[src/rtl/ad80305_tx_if_lvcmos_31p25.sv]
// AD80305 TX LVCMOS interface: FIFO-buffered 12-bit I/Q, DDR-style bus in the 125 MHz domain.
// Optional fs/4 test tone is built only when TX_TONE_GEN_EN is defined.
module ad80305_tx_if_lvcmos_31p25 #(
    parameter int unsigned DEPTH   = 8,
    parameter int unsigned PREFILL = 2
) (
    input  logic                     i_fpga_clk_125p,
    input  logic                     i_fpga_rst_125p,
    input  logic                     i_tx_en,
    input  logic                     i_iqdata_fp,
    input  logic [11:0]              i_idata,
    input  logic [11:0]              i_qdata,
    input  logic                     i_test_en,
    output logic                     o_fb_clk,
    output logic                     o_tx_frame,
    output logic [11:0]              o_tx_data,
    output logic [$clog2(DEPTH):0]   o_fifo_level,
    output logic                     o_underflow,
    output logic                     o_overflow
);
    localparam int unsigned PtrW = $clog2(DEPTH);
    localparam logic [PtrW:0] DepthLvl   = DEPTH[PtrW:0];
    localparam logic [PtrW:0] PrefillLvl = PREFILL[PtrW:0];

    typedef enum logic [1:0] {StIdle, StFill, StRun} state_e;

    state_e          state_q, state_d;
    logic [1:0]      phase_q;
    logic [PtrW-1:0] wr_ptr_q, rd_ptr_q;
    logic [PtrW:0]   level_q;
    logic [23:0]     mem [DEPTH];
    logic [11:0]     s_i_q, s_i_d, s_q_q, s_q_d;
    logic            push, pop, ovf_d, unf_d, fetch;
    logic            tone_sel;
    logic [11:0]     tone_i, tone_q;

    assign fetch = (phase_q == 2'd3);

`ifdef TX_TONE_GEN_EN
    logic       test_en_q, fetch_tone;
    logic [1:0] tone_idx_q, tone_base;

    assign tone_sel   = i_test_en && (state_q == StFill || state_q == StRun);
    assign fetch_tone = fetch && i_tx_en && tone_sel;
    // Sequence restarts at (+2047,0) on a rising i_test_en.
    assign tone_base  = (i_test_en && !test_en_q) ? 2'd0 : tone_idx_q;

    always_comb begin
        tone_i = 12'd0;
        tone_q = 12'd0;
        case (tone_base)
            2'd0: tone_i = 12'h7ff;
            2'd1: tone_q = 12'h7ff;
            2'd2: tone_i = 12'h801;
            default: tone_q = 12'h801;
        endcase
    end

    always_ff @(posedge i_fpga_clk_125p) begin
        if (i_fpga_rst_125p) begin
            test_en_q  <= 1'b0;
            tone_idx_q <= 2'd0;
        end else begin
            test_en_q  <= i_test_en;
            tone_idx_q <= fetch_tone ? tone_base + 2'd1 : tone_base;
        end
    end
`else
    logic unused_test_en;
    assign unused_test_en = i_test_en;
    assign tone_sel = 1'b0;
    assign tone_i   = 12'd0;
    assign tone_q   = 12'd0;
`endif

    always_comb begin
        state_d = state_q;
        s_i_d   = s_i_q;
        s_q_d   = s_q_q;
        push    = 1'b0;
        pop     = 1'b0;
        ovf_d   = 1'b0;
        unf_d   = 1'b0;
        if (!i_tx_en) begin
            state_d = StIdle;
            s_i_d   = 12'd0;
            s_q_d   = 12'd0;
        end else begin
            if (fetch) begin
                s_i_d = 12'd0;
                s_q_d = 12'd0;
                if (tone_sel) begin
                    s_i_d = tone_i;
                    s_q_d = tone_q;
                end else begin
                    case (state_q)
                        StIdle: state_d = StFill;
                        StFill: begin
                            if (level_q >= PrefillLvl) begin
                                pop     = 1'b1;
                                state_d = StRun;
                            end
                        end
                        StRun: begin
                            if (level_q != '0) begin
                                pop = 1'b1;
                            end else begin
                                unf_d   = 1'b1;
                                state_d = StFill;
                            end
                        end
                        default: state_d = StIdle;
                    endcase
                    if (pop) begin
                        s_i_d = mem[rd_ptr_q][11:0];
                        s_q_d = mem[rd_ptr_q][23:12];
                    end
                end
            end else if (state_q == StIdle) begin
                state_d = StFill;
            end
            // Full only blocks the push when nothing leaves this cycle.
            if (i_iqdata_fp) begin
                if (level_q == DepthLvl && !pop) ovf_d = 1'b1;
                else                             push  = 1'b1;
            end
        end
    end

    always_ff @(posedge i_fpga_clk_125p) begin
        if (push) mem[wr_ptr_q] <= {i_qdata, i_idata};
    end

    always_ff @(posedge i_fpga_clk_125p) begin
        if (i_fpga_rst_125p) begin
            state_q  <= StIdle;
            phase_q  <= 2'd0;
            wr_ptr_q <= '0;
            rd_ptr_q <= '0;
            level_q  <= '0;
            s_i_q    <= 12'd0;
            s_q_q    <= 12'd0;
        end else begin
            state_q <= state_d;
            phase_q <= phase_q + 2'd1;
            s_i_q   <= s_i_d;
            s_q_q   <= s_q_d;
            if (!i_tx_en) begin
                wr_ptr_q <= '0;
                rd_ptr_q <= '0;
                level_q  <= '0;
            end else begin
                if (push) wr_ptr_q <= wr_ptr_q + 1'b1;
                if (pop)  rd_ptr_q <= rd_ptr_q + 1'b1;
                case ({push, pop})
                    2'b10:   level_q <= level_q + 1'b1;
                    2'b01:   level_q <= level_q - 1'b1;
                    default: level_q <= level_q;
                endcase
            end
        end
    end

    // Clock edges land one cycle into each data word.
    always_ff @(posedge i_fpga_clk_125p) begin
        if (i_fpga_rst_125p) begin
            o_fb_clk    <= 1'b0;
            o_tx_frame  <= 1'b0;
            o_tx_data   <= 12'd0;
            o_underflow <= 1'b0;
            o_overflow  <= 1'b0;
        end else begin
            case (phase_q)
                2'd0: begin
                    o_tx_data  <= s_i_q;
                    o_tx_frame <= 1'b1;
                end
                2'd1: o_fb_clk <= 1'b1;
                2'd2: begin
                    o_tx_data  <= s_q_q;
                    o_tx_frame <= 1'b0;
                end
                default: o_fb_clk <= 1'b0;
            endcase
            if (!i_tx_en) o_tx_data <= 12'd0;
            o_underflow <= unf_d;
            o_overflow  <= ovf_d;
        end
    end

    assign o_fifo_level = level_q;

endmodule
[config.mk]
export PLATFORM = sky130hd
export DESIGN_NAME = ad80305_tx_if_lvcmos_31p25
export DESIGN_NICKNAME = d
export VERILOG_FILES = /design/src/rtl/ad80305_tx_if_lvcmos_31p25.sv
export SDC_FILE = /design/constraint.sdc
export NUM_CORES = 1
export LEC_CHECK = 0
export ABC_CLOCK_PERIOD_IN_PS = 4340
export CORE_MARGIN = 3
export CORE_UTILIZATION = 35
export DETAILED_ROUTE_END_ITERATION = 8
export SLEW_MARGIN = 30
export SYNTH_ARGS = -nofsm -noshare
export SYNTH_HDL_FRONTEND = slang
export SYNTH_SLANG_ARGS = --single-unit
[constraint.sdc]
create_clock -name i_fpga_clk_125p -period 4.34 [get_ports i_fpga_clk_125p]
set_clock_uncertainty 0.2 [all_clocks]
set_input_delay 0.868 -clock i_fpga_clk_125p [delete_from_list [all_inputs] [get_ports i_fpga_clk_125p]]
set_output_delay 0.868 -clock i_fpga_clk_125p [all_outputs]
set_load 0.02 [all_outputs]
# Word level (Yosys, flattened, before mapping)
# Memories as Yosys holds them, arrays and structs flattened. A register that Yosys moved wholly into a read port is not among the register bits.
# Cells that the tools add are included.
# word_totals
reg_bits	54
latchBits	0
mem_bits_rw	192
romBits	0
input_bits	29
output_inout_bits	20
elab_cells	74
n_memories	1
# memory_table
memory	words	width	read_ports	rd_clocked_by_memory_dff	wr	line	source
mem	8	24	1	1	1	31	logic [23:0] mem [DEPTH];
# op_classes
n_addsub	5
mul	0
div_mod_pow	0
magnitude_cmp	1
eq_ne	10
shifts	0
n_mux	28
n_bitwise	4
reduce_logical	13
# ops
op	count
$mux 12	2
$pmux 12 s2	1
$mux 1	14
$eq 2x2->1 const B	4
$mux 2	4
$pmux 4 s2	1
$add 3x1->3 const B	2
$eq 2x1->1 const B	3
$mux 3	2
$ne 3x3->1 const B	2
$pmux 1 s2	3
$pmux 2 s3	1
$reduce_bool 2->1	3
$add 4x1->4 const B	1
$eq 4x4->1 const B	1
$ge 4x2->1 const B	1
$logic_not 2->1	2
$not 1->1	4
$reduce_bool 4->1	1
$reduce_or 2->1	2
$reduce_or 4->1	1
$sub 4x1->4 const B	1
$reduce_and 3->1	1
$reduce_or 3->1	1
other kinds (3)	3

# Depth between registers and ports, before layout
# logic_depth
depth_word	14
depth_mapped	12
mapped_depth_nobuf	12

# Worst setup path before layout
# No wires, ideal clock.
# synth_timing
kind	in2reg
start	input port i_iqdata_fp
end	memory mem[2][0], enable pin
setup_time_ns	0.475
arrival_ns	3.882
required_time_ns	3.665
setup_slack_ns	-0.217
stages	4
n_path_buf	0
cell_sequence	nand2_1 > a21oi_2 > inv_2 > nor4b_1
# synth_between
elab_chain_len	4
# synth_lines
element	line	source
from (decl)	10	input logic i_iqdata_fp,
$mux 1	123	if (i_iqdata_fp) begin
$mux 1	84	if (!i_tx_en) begin
$mux 1	131	if (push) mem[wr_ptr_q] <= {i_qdata, i_idata};
$mux 1 (implied by the code)	131	
to (decl)	31	
# No other way between the ends.

# Worst setup path after layout
# layout_timing
start	register state_q[1]
end	register level_q[2] (netlist: o_fifo_level[2])
# layout_between
elab_chain_len	13
word_cells_on_any_way	17
classes_between	eq/ne: 4; mux: 10; reduce/logical: 3
# layout_lines
element	line	source
from (decl)	27	state_e state_q, state_d;
from (signal assigned)	136	state_q <= StIdle;
from (signal assigned)	144	state_q <= state_d;
$eq 2x2->1 or $eq 2x1->1 (tied branches)	96	case (state_q)
$pmux 1 s2 *	96	
$mux 1 *	89	if (fetch) begin
$mux 1 *	84	
$mux 1 *	89	
$mux 1 *	84	
$logic_not 1->1	124	if (level_q == DepthLvl && !pop) ovf_d = 1'b1;
$logic_and 1x1->1	124	
$mux 1	124	
$mux 1	123	
$mux 1	84	
$eq 2x1->1 or $eq 2x2->1 (tied branches)	155	case ({push, pop})
$pmux 4 s2 or $reduce_bool 2->1 (tied branches)	--	
to (signal assigned)	156	2'b10: level_q <= level_q + 1'b1;
to (signal assigned)	157	2'b01: level_q <= level_q - 1'b1;
to (signal assigned)	158	default: level_q <= level_q;
to (decl)	30	logic [PtrW:0] level_q;
# Every way passes the cells marked *; elsewhere a longest branch is shown, timed or not. The select of a mux whose other input is x is not followed.
# A chain may end at the register's enable or synchronous reset.

==> impl_metrics.toml <==
[global_route]
antenna_found_initial = 0
grtUsageTotal_pct = 13.00
grt_max_degree = 36
overflow = 0
gr-usage-met3_pct = 2.091
gr-max-usage-layer = "met2"
use_met2_pct = 22.52
grt_pass1_wl_um = 29340
globalRouteMet1Util_pct = 17.19
grt_pass1_vias = 4918

[floorplan]
initial_core_util_pct = 35.65
die_width_um = 171.7
rows = 60
core_area_um2 = 26950
dieArea_um2 = 29470
ios = 49
fp.dieH_um = 171.7

[hold_path]
min_path_cells = 2
hp-class = "reg -> reg"

[routing]
drcViolationCount = 0
routed_via_density = 5.032
dr.pass1.iters = 5
wl_per_cell_um = 20.12
routed_wl_um = 18910
via_count = 4730
ant_nets = 0
drt_iter0_drc = 348

[finish]
diodes = 0
drive_above_1_share_pct = 22.54
regArea_um2 = 6913
fill_cells = 2325
nets = 622
area_growth_pct = 18.25
fin_area_um2 = 11360
multi_input_area_um2 = 2565

[sta]
rsz0062_at_grt = "false"
slew_violations = 0
period_minus_slack_ns = 3.150
hold_slack_ns = 0.2849
fmax_mhz = 317.5
relSlewSlack_pct = 40.37
finalCritPeriodShare_pct = 72.58
finalHoldViolCount = 0
tightest_slew_ns = 0.8945
setup_ws_ns = 1.190
tns_ns = 0
setup_viol = 0

[clock_tree]
cts_hold_buf = 0
insertion_delay_ns = 0.51
cts_resized = 0
root_buffer = "clkbuf_16"
cts_sinks = 249
clockBufferDepth = 3
clk_pin_slew_ns = 0.07
cts_buffers = 25
postCtsSetupBuffers = 0
h-tree-depth = 1
tritoncts = "built"

[run]
maxCapViolations = 0

[yosys]
syn_area_per_cell_um2 = 18.44
yosysSeqAreaShare_pct = 71.89
synth.top_cell.area_share_pct = 60.02
syn_area_um2 = 9607
synth_edf_count = 192
ys_top_cells_by_area = "edfxtp_1, dfxtp_1, mux4_2"
synthesis.nets = 563
ys_async_sr_fraction_pct = 0
syn_inst = 521
ys_ff_latch = 249
synth_ff_type = "edfxtp_1"
ys_types = 42
yosys_warnings = 0
synth_top_cell_by_area = "edfxtp_1"

[setup_path]
ff2ff_path_depth = 12
crit_chain = "inv_1, ha_1, o211ai_1, a21oi_2, inv_2, ha_1, xor2_1, ha_1, a21oi_1, xor2_1, or3_1, a21oi_1"
crit_cells = 12
crit_required_ns = 4.58
crit_buf_inv = 2
critPathArrivalTime_ns = 3.39
cpPeakStageDelay_ns = 0.39
crit_slowest_cell = "dfxtp_1"
worstSetupPathType = "reg -> reg"
cp_max_fo = 6
cpMostUsedCell = "ha_1"
crit_family = "compound AO/OA/AOI/OAI gates"
end_kind = "flip-flop"
crit_path_start_kind = "flip-flop"

[placement]
dp_slack_ns = 0.7188
detailed_place_hpwl_um = 11070
finalWeightedCongestion = 0.7140
place_area_um2 = 10500
portBuffers = 47

[pwr]
p_leak_nw = 3.705
p_per_area_nw_per_um2 = 435.1
ir_worst_vdd_mv = 0.2251

[status]
outcome = "finished clean"
-- synthesized netlist by cell type (6+ instances only) --
| cell | n |
|---|---|
| nand2_1 | 10 |
| edfxtp_1 | 192 |
| nor2_1 | 40 |
| mux2_2 | 24 |
| a22o_1 | 24 |
| a21oi_1 | 17 |
| mux4_2 | 40 |
| dfxtp_1 | 57 |
| buf_2 | 11 |
| clkbuf_1 | 14 |
| mux2i_1 | 15 |
| ha_1 | 13 |
| nor3_1 | 6 |
| inv_1 | 6 |
| mux4_1 | 8 |
-- per-layer routing --
| layer | up-vias | routed length, um |
|---|---|---|
| li1 | 2193 | - |
| met1 | 2397 | 7990 |
| met3 | 22 | 1010 |
| met2 | 118 | 9637 |
| met5 | - | 0 |
| met4 | 0 | 272 |
-- worst reg2reg max path, stage by stage (launching register included) --
cell,delay [ns]
dfxtp_1,0.39
inv_1,0.09
ha_1,0.29
o211ai_1,0.16
a21oi_2,0.36
inv_2,0.18
ha_1,0.31
xor2_1,0.18
ha_1,0.19
a21oi_1,0.16
xor2_1,0.10
or3_1,0.32
a21oi_1,0.14
-- cells in the final DEF (no fill, tap or decap), types with 5 or more instances in the layout --
| cell | n |
|---|---|
| clkbuf_16 | 25 |
| mux4_2 | 40 |
| nor2_1 | 39 |
| bufinv_16 | 5 |
| dfxtp_1 | 54 |
| nand2_1 | 10 |
| mux2i_1 | 15 |
| edfxtp_1 | 192 |
| a22o_1 | 24 |
| inv_1 | 6 |
| mux2_2 | 24 |
| clkdlybuf4s50_1 | 47 |
| mux4_1 | 8 |
| clkinv_2 | 9 |
| ha_1 | 12 |
| a21oi_1 | 17 |
| buf_4 | 14 |
-- flip-flops by register name, summed over array words and instances, names as in the netlist, 3 cells and up, named ones only --
register      cells
mem             192
o_tx_data        12
s_i_q            12
s_q_q            12
o_fifo_level      4
rd_ptr_q          3
wr_ptr_q          3
-- cell families (layout without fill, tap and decap cells) --
family | count (synthesis) | in the layout | synth area share (%)
simple gates | 75 | 75 | 3.686
compound gates | 56 | 56 | 4.285
buf+inv | 36 | 114 | 2.045
flops | 249 | 249 | 71.89
fa+ha+maj | 13 | 13 | 1.693
mux | 87 | 87 | 15.94
xor+xnor | 5 | 5 | 0.4559
-- worst paths after layout --
check | from | slack (ns) | end
max | state_q[1] | 1.19 | o_fifo_level[2]
min | o_fb_clk | 0.28 | o_fb_clk
max reg2reg | state_q[1] | 1.19 | o_fifo_level[2]
min reg2reg | o_fb_clk | 0.28 | o_fb_clk
-- power by group --
| group | internal, W | switching, W | total, W |
|---|---|---|---|
| Clock | 0.00135 | 0.000860 | 0.00221 |
| Combinational | 0.0000616 | 0.0000819 | 0.000144 |
| Sequential | 0.00258 | 0.00000787 | 0.00259 |
-- through the flow --
stage	power [W]	util (%)	instances
final	0.004943	42.15	940
after floorplan	0.002711	-	521
after detailed placement	0.002786	38.96	894
after global routing	0.005104	42.15	940
after global placement	0.002777	38.96	894
after CTS	0.004994	42.13	940
-- area by class of cell --
class / instances / area share (%)
clock buffers: 26 / 5.540
clock inverters: 20 / 1.972
inverters: 7 / 0.2313
multi-input cells: 236 / 22.58
flip-flops and latches: 249 / 60.85
well taps: 341 / 3.756
repair buffers: 61 / 5.067
(Power assumes the default switching activity.)
==> RTL edit, RTL diff (same settings) <==
Add a define of `TX_TONE_GEN_EN`.
--- a/src/rtl/ad80305_tx_if_lvcmos_31p25.sv
+++ b/src/rtl/ad80305_tx_if_lvcmos_31p25.sv
@@ -1,5 +1,7 @@
 // AD80305 TX LVCMOS interface: FIFO-buffered 12-bit I/Q, DDR-style bus in the 125 MHz domain.
 // Optional fs/4 test tone is built only when TX_TONE_GEN_EN is defined.
+`define TX_TONE_GEN_EN
+
 module ad80305_tx_if_lvcmos_31p25 #(
     parameter int unsigned DEPTH   = 8,
     parameter int unsigned PREFILL = 2
Check against the original RTL: not equivalent (Yosys sat finds a counterexample within 10 cycles, from zero or initial values and one cycle with i_fpga_rst_125p high).
==> RTL edit against the unedited design <==
- sequential cell count is 3 higher
- area after synthesis is 3.5% higher
- total power is 2.8% higher
- cell count is 11% higher
- combinational power is 22% higher
- cell area is 4.2% higher
- setup slack worse by 0.17 ns
- routed wire length is 6.3% higher
- sequential share of layout area is 1.9 points lower
- synthesized cell count is 11% higher
- register-to-register slack worse by 0.13 ns
- count of clock-buffer cells in the layout is 13 higher
- utilization is 0.33 points higher
- critical endpoint unchanged
==> RTL edit: results (changes against the unedited design) <==
The net switching power of the design is 0.001007 W (+6.0%). The total number of multi-input combinational cells is 290 (+23%). The worst path arrival time is 3.56 ns (+0.17 ns). The net count reported at finish came out at 687 (+10%). The largest net degree at the start of global routing is 30 (-17%). The run finished with clean final reports. The number of clock sinks was 252 (+1.2%). The cell area after placement is 10940 um^2 (+4.1%). The number of clock buffers in the layout came to 39 (+50%). The number of port buffers came out at 48 (+2.1%).

The first-pass iteration count of the detailed router came out at 4 (-1). The proportion of layout cells with a drive suffix above 1 came to 19.36% (-3.2 points). The highest ir drop seen on vdd is 0.2149 mV (-4.5%).

The total half-perimeter wirelength after legalization and detailed placement came out at 12.29 mm (+11%). The number of different library cells in the post-synthesis netlist came out at 52 (+24%). The placer congestion estimate came out at 0.7590 (+6.3%). The routed via count came to 5214 (+10%). The sequential-to-total area share from yosys stat is 70.06% (-1.8 points). The clock-cell share of area is 7.560% (+0.048 points). The part of the power in registers is 51.7% (-0.7 points). The number of standard cells in the layout, taps in and fillers out came out at 1039 (+11%). The fraction of area in registers came out at 58.92% (-1.9 points). The part of the total power dissipated in combinational logic was 3.4% (+0.5 points). The largest stage delay on the critical path is 0.47 ns (+0.08 ns). The violation count after the first detailed-routing iteration was 366 (+5.2%). The number of fill cells is 2424 (+4.3%). The multi-input logic area is 2846 um^2 (+11%). The largest fanout on the critical path came out at 7 (+1).

The clock distribution power was 0.00228 W (+3%). The via count of the first global-routing pass came out at 5418 (+10%). The cell at the slowest stage of the critical path is sky130_fd_sc_hd__clkdlybuf4s50_1.

The max-slew headroom at the worst pin is 39.20% (-1.2 points).
RTL edit: path summary, 6_finish.rpt:
path	start	end	slack, ns	cells after the start
worst max-delay path	i_test_en	o_fifo_level[2]	1.02	11
worst max register to register	state_q[0]	o_fifo_level[2]	1.06	12
worst min-delay path	phase_q[0]	phase_q[0]	0.27	1
worst min register to register	phase_q[0]	phase_q[0]	0.27	1
RTL edit: cell families (layout without fill, tap and decap cells):
group                      count (synthesis)  count (layout)  share of synthesized area, %
adders and majority gates                 17              17                         2.139
buffers and inverters                     38             119                         1.913
AOI/OAI and AO/OA                         64              64                         4.555
muxes                                     90              90                         15.10
DFF                                      252             252                         70.06
xor gates and xnor gates                   5               5                        0.4405
and+or+nand+nor                          114             114                         5.789
RTL edit: metal layers:
layer	global-route usage (%)	up-vias	part of all wire (%)
li1	-	2393	-
met1	17.43	2691	43
met2	23.56	100	51
met3	1.900	30	3.6
met4	3.225	0	2.1
met5	0	-	0
